## src/rtl/alu_pkg.sv

```systemverilog
// Shared opcodes and command/result bundles for the ALU command path.
// Widths here must match the ALU datapath.
package alu_pkg;

  localparam int ALU_W = 8;

  localparam logic [2:0] OP_ADD = 3'b000;
  localparam logic [2:0] OP_SUB = 3'b001;
  localparam logic [2:0] OP_NOT = 3'b010;
  localparam logic [2:0] OP_AND = 3'b011;
  localparam logic [2:0] OP_OR  = 3'b100;
  localparam logic [2:0] OP_XOR = 3'b101;
  localparam logic [2:0] OP_SLT = 3'b110;
  localparam logic [2:0] OP_EQ  = 3'b111;

  typedef struct packed {
    logic [2:0]       op;
    logic [ALU_W-1:0] x;
    logic [ALU_W-1:0] y;
    logic             acc;
  } cmd_t;

  typedef struct packed {
    logic [ALU_W-1:0] s;
    logic             c;
    logic             ovf;
    logic             zero;
    logic [2:0]       op;
  } res_t;

endpackage

```

## src/rtl/cmd_fifo.sv

```systemverilog
// Synchronous FIFO with combinational head read.
// DEPTH must be a power of two so pointers wrap naturally.
module cmd_fifo #(
  parameter int DEPTH = 4,
  parameter int WIDTH = 8
) (
  input  logic                       clk,
  input  logic                       rst,
  input  logic                       push,
  input  logic [WIDTH-1:0]           wr_data,
  input  logic                       pop,
  output logic [WIDTH-1:0]           rd_data,
  output logic [$clog2(DEPTH+1)-1:0] count,
  output logic                       full,
  output logic                       empty
);

  localparam int PW = $clog2(DEPTH);
  localparam int CW = $clog2(DEPTH+1);

  logic [WIDTH-1:0] mem [DEPTH];
  logic [PW-1:0]    wr_ptr;
  logic [PW-1:0]    rd_ptr;
  logic             do_push;
  logic             do_pop;

  assign full    = (count == CW'(DEPTH));
  assign empty   = (count == '0);
  assign do_push = push && !full;
  assign do_pop  = pop && !empty;
  assign rd_data = mem[rd_ptr];

  always_ff @(posedge clk) begin
    if (rst) begin
      wr_ptr <= '0;
      rd_ptr <= '0;
      count  <= '0;
    end else begin
      if (do_push)
        wr_ptr <= wr_ptr + 1'b1;
      if (do_pop)
        rd_ptr <= rd_ptr + 1'b1;
      if (do_push && !do_pop)
        count <= count + 1'b1;
      else if (do_pop && !do_push)
        count <= count - 1'b1;
    end
  end

  always_ff @(posedge clk) begin
    if (do_push)
      mem[wr_ptr] <= wr_data;
  end

endmodule

```

## src/rtl/alu_cmd_sequencer.sv

```systemverilog
// Buffers ALU commands, drives the FIFO head into the external ALU and
// registers its outputs into a handshaked result slot with accumulator.
module alu_cmd_sequencer
  import alu_pkg::*;
#(
  parameter int DEPTH = 4,
  parameter int W     = ALU_W
) (
  input  logic         clk,
  input  logic         rst,
  input  logic         cmd_valid,
  output logic         cmd_ready,
  input  logic [2:0]   cmd_op,
  input  logic [W-1:0] cmd_x,
  input  logic [W-1:0] cmd_y,
  input  logic         cmd_acc,
  output logic [W-1:0] alu_x,
  output logic [W-1:0] alu_y,
  output logic [2:0]   alu_op,
  input  logic [W-1:0] alu_s,
  input  logic         alu_c,
  input  logic         alu_ovf,
  input  logic         alu_zero,
  output logic         res_valid,
  input  logic         res_ready,
  output logic [W-1:0] res_s,
  output logic         res_c,
  output logic         res_ovf,
  output logic         res_zero,
  output logic [2:0]   res_op,
  output logic [W-1:0] acc
);

  localparam int CW = $clog2(DEPTH+1);

  cmd_t            wr_cmd;
  cmd_t            head;
  res_t            res_q;
  logic [CW-1:0]   fifo_count;
  logic            fifo_full;
  logic            fifo_empty;
  logic            cap;

  assign wr_cmd = '{op: cmd_op, x: cmd_x, y: cmd_y, acc: cmd_acc};

  // Full is decoded from the registered count, so no push-through.
  assign cmd_ready = !fifo_full;
  assign cap = (fifo_count != '0) && (!res_valid || res_ready);

  cmd_fifo #(
    .DEPTH (DEPTH),
    .WIDTH ($bits(cmd_t))
  ) u_fifo (
    .clk     (clk),
    .rst     (rst),
    .push    (cmd_valid && cmd_ready),
    .wr_data (wr_cmd),
    .pop     (cap),
    .rd_data (head),
    .count   (fifo_count),
    .full    (fifo_full),
    .empty   (fifo_empty)
  );

  always_comb begin
    alu_x  = '0;
    alu_y  = '0;
    alu_op = '0;
    if (!fifo_empty) begin
      alu_op = head.op;
      alu_y  = head.y;
      alu_x  = head.acc ? acc : head.x;
    end
  end

  always_ff @(posedge clk) begin
    if (rst) begin
      res_q     <= '0;
      res_valid <= 1'b0;
      acc       <= '0;
    end else if (cap) begin
      res_q     <= '{s: alu_s, c: alu_c, ovf: alu_ovf,
                     zero: alu_zero, op: head.op};
      res_valid <= 1'b1;
      acc       <= alu_s;
    end else if (res_valid && res_ready) begin
      res_valid <= 1'b0;
    end
  end

  assign res_s    = res_q.s;
  assign res_c    = res_q.c;
  assign res_ovf  = res_q.ovf;
  assign res_zero = res_q.zero;
  assign res_op   = res_q.op;

endmodule

```

## config.mk

```make
export PLATFORM = sky130hd
export DESIGN_NAME = alu_cmd_sequencer
export DESIGN_NICKNAME = d
export VERILOG_FILES = /design/src/rtl/alu_pkg.sv /design/src/rtl/cmd_fifo.sv /design/src/rtl/alu_cmd_sequencer.sv
export SDC_FILE = /design/constraint.sdc
export NUM_CORES = 1
export LEC_CHECK = 0
export BUFFER_PORTS_ARGS = -buffer_cell sky130_fd_sc_hd__clkbuf_2
export CAP_MARGIN = 20
export CELL_PAD_IN_SITES_DETAIL_PLACEMENT = 1
export CELL_PAD_IN_SITES_GLOBAL_PLACEMENT = 2
export CORE_ASPECT_RATIO = 0.9
export CORE_MARGIN = 1.5
export CORE_UTILIZATION = 41
export CTS_BUF_LIST = sky130_fd_sc_hd__clkbuf_8
export DETAILED_ROUTE_END_ITERATION = 12
export PLACE_DENSITY = 0.86
export SYNTH_ARGS = -nofsm -noshare
export SYNTH_HDL_FRONTEND = slang
export SYNTH_SLANG_ARGS = --single-unit
```

## constraint.sdc

```tcl
create_clock -name clk -period 2.67 [get_ports clk]
set_clock_uncertainty 0.15 [all_clocks]
set_input_delay 0.534 -clock clk [delete_from_list [all_inputs] [get_ports clk]]
set_output_delay 0.534 -clock clk [all_outputs]
set_load 0.1 [all_outputs]
```

# Word level (Yosys, flattened, before mapping)
# Memories as Yosys holds them, arrays and structs flattened. A register that Yosys moved wholly into a read port is not among the register bits.
# Index checks and enable logic that the tools add are counted.
[word_totals] register_bits=22 latch_bits=0 mem_bits_rw=80 mem_bits_ro=0 out_inout_bits=43 word_cells=44 memories=1
[memory_table] name="u_fifo.mem" depth=4 width=20 read_ports=1 rd_clocked_by_memory_dff=1 write_ports=1 line="cmd_fifo.sv:21" source="logic [WIDTH-1:0] mem [DEPTH];"
[classes] n_addsub=4 mul=0 n_div=0 magnitude_cmp=0 eq_ne=1 shifts=0 n_mux=12 bitwise=0 reduce_logical=17
[ops] cell="2-to-1 mux 8 bit" n=3
[ops] cell="2-to-1 mux 3 bit" n=3
[ops] cell="logical AND 1 bit" n=7
[ops] cell="zero test 1 bit" n=5
[ops] cell="adder 2 x 1 -> 2 bit, second input constant" n=2
[ops] cell="2-to-1 mux 1 bit" n=4
[ops] cell="2-to-1 mux 2 bit" n=2
[ops] cell="nonzero test 2 bit" n=2
[ops] cell="adder 3 x 1 -> 3 bit, second input constant" n=1
[ops] cell="equality test 3 bit, second input constant" n=1
[ops] cell="zero test 3 bit" n=1
[ops] cell="nonzero test 3 bit" n=1
[ops] cell="subtractor 3 x 1 -> 3 bit, second input constant" n=1
[ops] cell="logical OR 1 bit" n=1

# Longest topological paths before layout
# Gate-level depths: netlist of run 1.
[depth] ltp_word=8 depth_mapped=10 depth_no_buf=8

# Hierarchy
# Synthesis of run 1 repeated with hierarchy kept, for this count alone.
[unflattened] hier_cells=258 area_unflattened_um2=4310.4
[modules_own_cells] mod="cmd_fifo" n_inst=1 cells_per_inst=152 area_per_inst_um2=3355.7 seq_area_each_um2=2582.5
[modules_own_cells] mod="alu_cmd_sequencer" n_inst=1 cells_per_inst=106 area_per_inst_um2=954.7 seq_area_each_um2=300.3

# Least setup slack after synthesis of run 1
# No wires, ideal clock.
[synth_path] path_type="register to output" from="register with a tool-made name" to="output port alu_x[0]" arrival_ps=2466 t_required_ps=1986 slack_ps=-480 path_stages_with_launch=5 path_buffers=1 path_cell_list="dfxtp_1 > mux4_1 > buf_6 > mux2i_1 > nor2_1"
[synth_rtl] element="end: declaration" line="alu_cmd_sequencer.sv:17" source="output logic [W-1:0] alu_x,"

==> flow_metrics.tcl, run 1 <==
set metrics [dict create \
    status "complete, no violations" \
    synth_compound_area_frac 0.0481 \
    max_freq_mhz 379 \
    crit_buf_inv 1 \
    port_buffers 77 \
    cp.arrival_ps 1960 \
    syn_area_sq_um 4220 \
    avgSynthCellArea_sq_um 16.2 \
    routed-via-count 2488 \
    die-area_sq_um 10900 \
    clk_latency_ps 360 \
    gr-total-overflow 0 \
    wirelength_mm 8.93 \
    cts_tree "yes" \
    clkSinkCount 104 \
    fin_crit_sh 0.989 \
    n_antenna_cell 0 \
    synth_top_family_by_area "multiplexers" \
    crit_path_start_kind "flop" \
    stdcell_count 466 \
    drv_slew 0 \
    critical-path-top-delay-family "multiplexers" \
    fin_crit_ps 2640 \
    worstPathCellList "mux4_2 > mux2i_2 > nor2_4 > buf_12" \
    core_area_sq_um 9830 \
    syn2layout_area_growth_pct 25.0 \
    ys_types 30 \
    wl_per_cell_um 19.2 \
    worst_slew_pin_slew_ps 1090 \
    ys_warn_count 0 \
    postSynthCellCount 261 \
    cp_slowest_stage_delay_ps 670 \
    firstDrtPassIters 4 \
    setup_viol 0 \
    finalHoldViolCount 0 \
    relSlewSlack 0.272 \
    synthSimpleGateAreaFrac 0.0650 \
    drt_iter0_markers 111 \
    critical_path_class "reg -> out" \
    grt_pass1_wl_mm 14.1 \
    fp.dieW_um 110 \
    ctsHoldBuffers 0 \
    place.gp.congestion 0.681 \
    clock_path_buffers 2 \
    yosys.area_share.adder 0.0196 \
    rows 34 \
    dp_hpwl_mm 6.12 \
    crit_slowest_cell "mux4_2" \
    die_y_um 99.2 \
    holdCritPathClass "in -> reg" \
    drive_gt1_frac 0.394 \
    ant_nets 0 \
    htreeDepth 3 \
    synth_xor_area_frac 0.00415 \
    dpl.cell_count 449 \
    drv_cap 0 \
    gr-usage-all-layers 0.176 \
    syn-num-nets 302 \
    grt_antenna_before_repair 0 \
    cp_max_fo 8 \
    cts_root_buf "clkbuf_8" \
    rsz0062_at_grt "yes" \
    clk_pin_slew_ps 110 \
    postCtsSetupBuffers 0 \
    grt_pass1_vias 2650 \
    final_common_cell "edfxtp_1" \
    grt_max_degree 27 \
    cts_made_buffers 9 \
    drc 0 \
    mostFrequentLayoutCells "edfxtp_1, clkbuf_2, dfxtp_1" \
    cp-end-kind "output pin" \
    nets 376 \
    ys_ff_latch 104 \
    yosys-mux-area-fraction 0.137 \
    routed_via_density 5.34 \
    ioPinCount 78 \
    ys_seq_area_frac 0.684 \
    required_ps 1990 \
    start_util 0.429 \
]
state kept, by name (all words and copies together) (netlist names), 2 cells and up, named ones only:
| name | flops |
|---|---|
| u_fifo.mem | 80 |
| u_fifo.rd_ptr | 2 |
| res_s | 8 |
| u_fifo.wr_ptr | 2 |
| u_fifo.count | 3 |
| res_op | 3 |
layer usage:
layer | vias up | GRT usage | part of all wire
met5 | - | 0 | 0
met1 | 1278 | 0.231 | 0.42
met4 | 0 | 0.0470 | 0.0083
li1 | 1145 | - | -
met3 | 6 | 0.0387 | 0.048
met2 | 59 | 0.295 | 0.52
logic make-up after synthesis:
kind of cell | Yosys count
compound gates | 40
xor+xnor | 2
fa+ha+maj | 6
buf+inv | 29
flops | 104
mux | 29
simple gates | 51
metrics by stage:
step	TNS (ps)	utilization	hold WS [ps]	setup slack (ps)	instance area, sq um
after CTS	-62.2	0.533	224	-14.0	5240
final	0	0.537	236	30.3	5270
after floorplan	-29.5	-	303	-29.5	4270
after detailed placement	0	0.510	323	228	5010
after global placement	0	0.510	311	295	5010
after global routing	-229	0.537	227	-40.0	5270
cells in the mapped netlist:
master | instances | area share
edfxtp_1 | 80 | 0.57
dfxtp_1 | 24 | 0.11
a21oi_1 | 21 | 0.025
nand3_1 | 17 | 0.020
o21ai_0 | 17 | 0.020
and2_1 | 11 | 0.016
nor2_1 | 11 | 0.0098
mux4_1 | 10 | 0.062
mux4_2 | 10 | 0.053
mux2i_1 | 9 | 0.021
buf_4 | 8 | 0.014
buf_2 | 6 | 0.0071
inv_1 | 6 | 0.0053
clkbuf_1 | 5 | 0.0045
ha_1 | 5 | 0.015
and3_1 | 4 | 0.0059
buf_6 | 2 | 0.0053
or3_1 | 2 | 0.0030
xor2_1 | 2 | 0.0042
buf_12 | 1 | 0.0047
clkbuf_2 | 1 | 0.0012
fa_1 | 1 | 0.0047
nand2_1 | 1 | 0.00089
nand2b_1 | 1 | 0.0015
nor2b_1 | 1 | 0.0015
nor3_2 | 1 | 0.0024
nor3b_1 | 1 | 0.0018
o21ai_1 | 1 | 0.0012
o31ai_1 | 1 | 0.0018
or4_1 | 1 | 0.0018
area by class of cell:
type                       instances  area [sq um]
timing repair buffer              86           757
inverter                           6          22.5
clock inverter                     7          95.1
clock buffer                       9           124
fill                             944          4550
multi-input combinational        128          1230
sequential                       104          2890
tap                              126           158
worst paths after layout:
check / startpoint / endpoint / slack, ps / depth (start not counted)
max: flop / alu_x[6] / 30 / 4
min: cmd_x[6] / u_fifo.mem[1][15] / 240 / 1
max reg2reg: u_fifo.count[0] / u_fifo.count[2] / 280 / 8
min reg2reg: res_ovf / res_ovf / 340 / 2
repair_timing:
action	4_1_cts	5_1_grt
gates resized for setup	6	10
endpoints found under the setup margin	11	12
cloned	0	0
pin swaps	0	0
Power of run 1 is left out: the tool's default activity adds up to more than one toggle a clock period on the data nets, which glitch-free logic cannot reach.
==> inputs of run 2 (changes only) <==
--- a/config.mk
+++ b/config.mk
@@ -5,16 +5,17 @@
 export SDC_FILE = /design/constraint.sdc
 export NUM_CORES = 1
 export LEC_CHECK = 0
-export BUFFER_PORTS_ARGS = -buffer_cell sky130_fd_sc_hd__clkbuf_2
 export CAP_MARGIN = 20
 export CELL_PAD_IN_SITES_DETAIL_PLACEMENT = 1
 export CELL_PAD_IN_SITES_GLOBAL_PLACEMENT = 2
 export CORE_ASPECT_RATIO = 0.9
 export CORE_MARGIN = 1.5
-export CORE_UTILIZATION = 41
+export CORE_UTILIZATION = 46
 export CTS_BUF_LIST = sky130_fd_sc_hd__clkbuf_8
 export DETAILED_ROUTE_END_ITERATION = 12
-export PLACE_DENSITY = 0.86
+export DONT_BUFFER_PORTS = 1
+export HOLD_SLACK_MARGIN = 0.06
+export PLACE_DENSITY_LB_ADDON = 0.1
 export SYNTH_ARGS = -nofsm -noshare
 export SYNTH_HDL_FRONTEND = slang
 export SYNTH_SLANG_ARGS = --single-unit
==> flow_metrics.tcl, run 2 (synthesis gave the netlist of run 1 again) <==
set metrics [dict create \
    largest_register_ffs 80 \
    critical_path_class "reg -> out" \
    fin_crit_sh 0.994 \
    rows 32 \
    holdCritPathClass "in -> reg" \
    mostFrequentLayoutCells "edfxtp_1, buf_4, a21oi_1" \
    port_buffers 0 \
    htreeDepth 3 \
    drive_gt1_frac 0.359 \
    worst_slew_pin_slew_ps 1070 \
    fp.dieW_um 104 \
    grt_pass1_wl_mm 14.4 \
    routed-via-count 2356 \
    finalSetupTns_ps 0 \
    dp_hpwl_mm 6.23 \
    regMostFlops "u_fifo.mem" \
    finalHoldViolCount 0 \
    ant_nets 0 \
    nets 340 \
    final_common_cell "edfxtp_1" \
    crit_path_start_kind "flop" \
    grt_pass1_vias 2529 \
    critical-path-top-delay-family "multiplexers" \
    cp_max_fo 6 \
    drv_cap 0 \
    start_util 0.483 \
    drc 0 \
    wirelength_mm 9.25 \
    cts_tree "yes" \
    drv_slew 0 \
    routed_via_density 5.57 \
    die_y_um 93.8 \
    status "complete, no violations" \
    cts_made_buffers 9 \
    cp.arrival_ps 1970 \
    placed_area_sq_um 4870 \
    clk_pin_slew_ps 90 \
    final_core_util 0.593 \
    fin_area_sq_um 5180 \
    required_ps 1990 \
    fillerInstances 814 \
    setup_viol 0 \
    gr-total-overflow 0 \
    syn2layout_area_growth_pct 22.8 \
    relSlewSlack 0.290 \
    crit_slowest_cell "mux4_2" \
    firstDrtPassIters 4 \
    ioPinCount 78 \
    max_freq_mhz 377 \
    cp-end-kind "output pin" \
    grt_antenna_before_repair 0 \
    clk_latency_ps 360 \
    clock_path_buffers 2 \
    core_area_sq_um 8730 \
    place.gp.congestion 0.683 \
    cts_root_buf "clkbuf_8" \
    drt_iter0_markers 103 \
    gr-usage-all-layers 0.201 \
    wl_per_cell_um 21.9 \
    clkSinkCount 104 \
    grt_max_degree 27 \
    rsz0062_at_grt "yes" \
    cp_slowest_stage_delay_ps 550 \
    fin_crit_ps 2650 \
    worstPathCellList "mux4_2 > buf_6 > mux2i_4 > nor2_4 > buf_12" \
    die-area_sq_um 9750 \
    n_antenna_cell 0 \
    crit_buf_inv 2 \
]
[run 2: changes by cell type in the layout (fill, tap and decap cells not counted), moves of 2 or more]
cell,delta
clkbuf_2,-58
dlygate4sd3_1,+3
mux2i_1,-2
mux2i_2,-2
mux4_1,-6
clkinvlp_4,+2
dfxtp_2,+8
dfxtp_1,-8
mux2i_4,+4
buf_4,+16
mux4_2,+6
[run 2: path summary, 6_finish.rpt]
path	start	endpoint	slack [ps]	cells after the start
worst max-delay path	flop	alu_x[3]	20	5
worst min-delay path	rst	res_op[0]	80	1
worst max register to register	u_fifo.count[0]	u_fifo.count[2]	340	8
worst min register to register	res_zero	res_zero	330	2
[run 2: layout make-up]
cell class                      instances  area (sq um)  area share
Inverter                                6          22.5     0.00435
Timing Repair Buffer                   50           681       0.131
Sequential cell                       104          2900       0.560
Clock buffer                            9           124      0.0239
Clock inverter                          7          56.3      0.0109
Tap cell                              119           149      0.0288
Multi-Input combinational cell        128          1250       0.241
[run 2: worst reg2reg max path, cell delays in order, from the launching register on]
cell and delay (ps):
dfxtp_1 400, or3_1 410, nand2_1 90, ha_1 180
inv_1 60, fa_1 380, xor2_1 160, or3_1 300
a21oi_1 130
[run 2: through the flow]
stage	instances	setup slack [ps]	hold WS [ps]
finish	423	15.3	84.4
global route	423	-51.9	62.5
detailed placement	401	210	316
floorplan	261	-29.5	303
CTS	420	-36.8	64.9
global placement	400	272	306
[run 2: layer usage]
layer,wire length [um],global-route usage
met5,0,0
met4,76,0.0521
met3,531,0.0652
met2,4730,0.347
met1,3920,0.246
[run 2: what timing repair did]
| action | CTS | global route |
|---|---|---|
| setup buffers | 0 | 2 |
| hold buffers | 3 | 0 |
| cloned | 0 | 0 |
| gates resized for setup | 17 | 14 |
| endpoints found under the setup margin | 11 | 11 |
| endpoints found under the hold margin | 10 | 0 |
| pin swaps | 0 | 1 |
Power of run 2 is left out for the same reason.
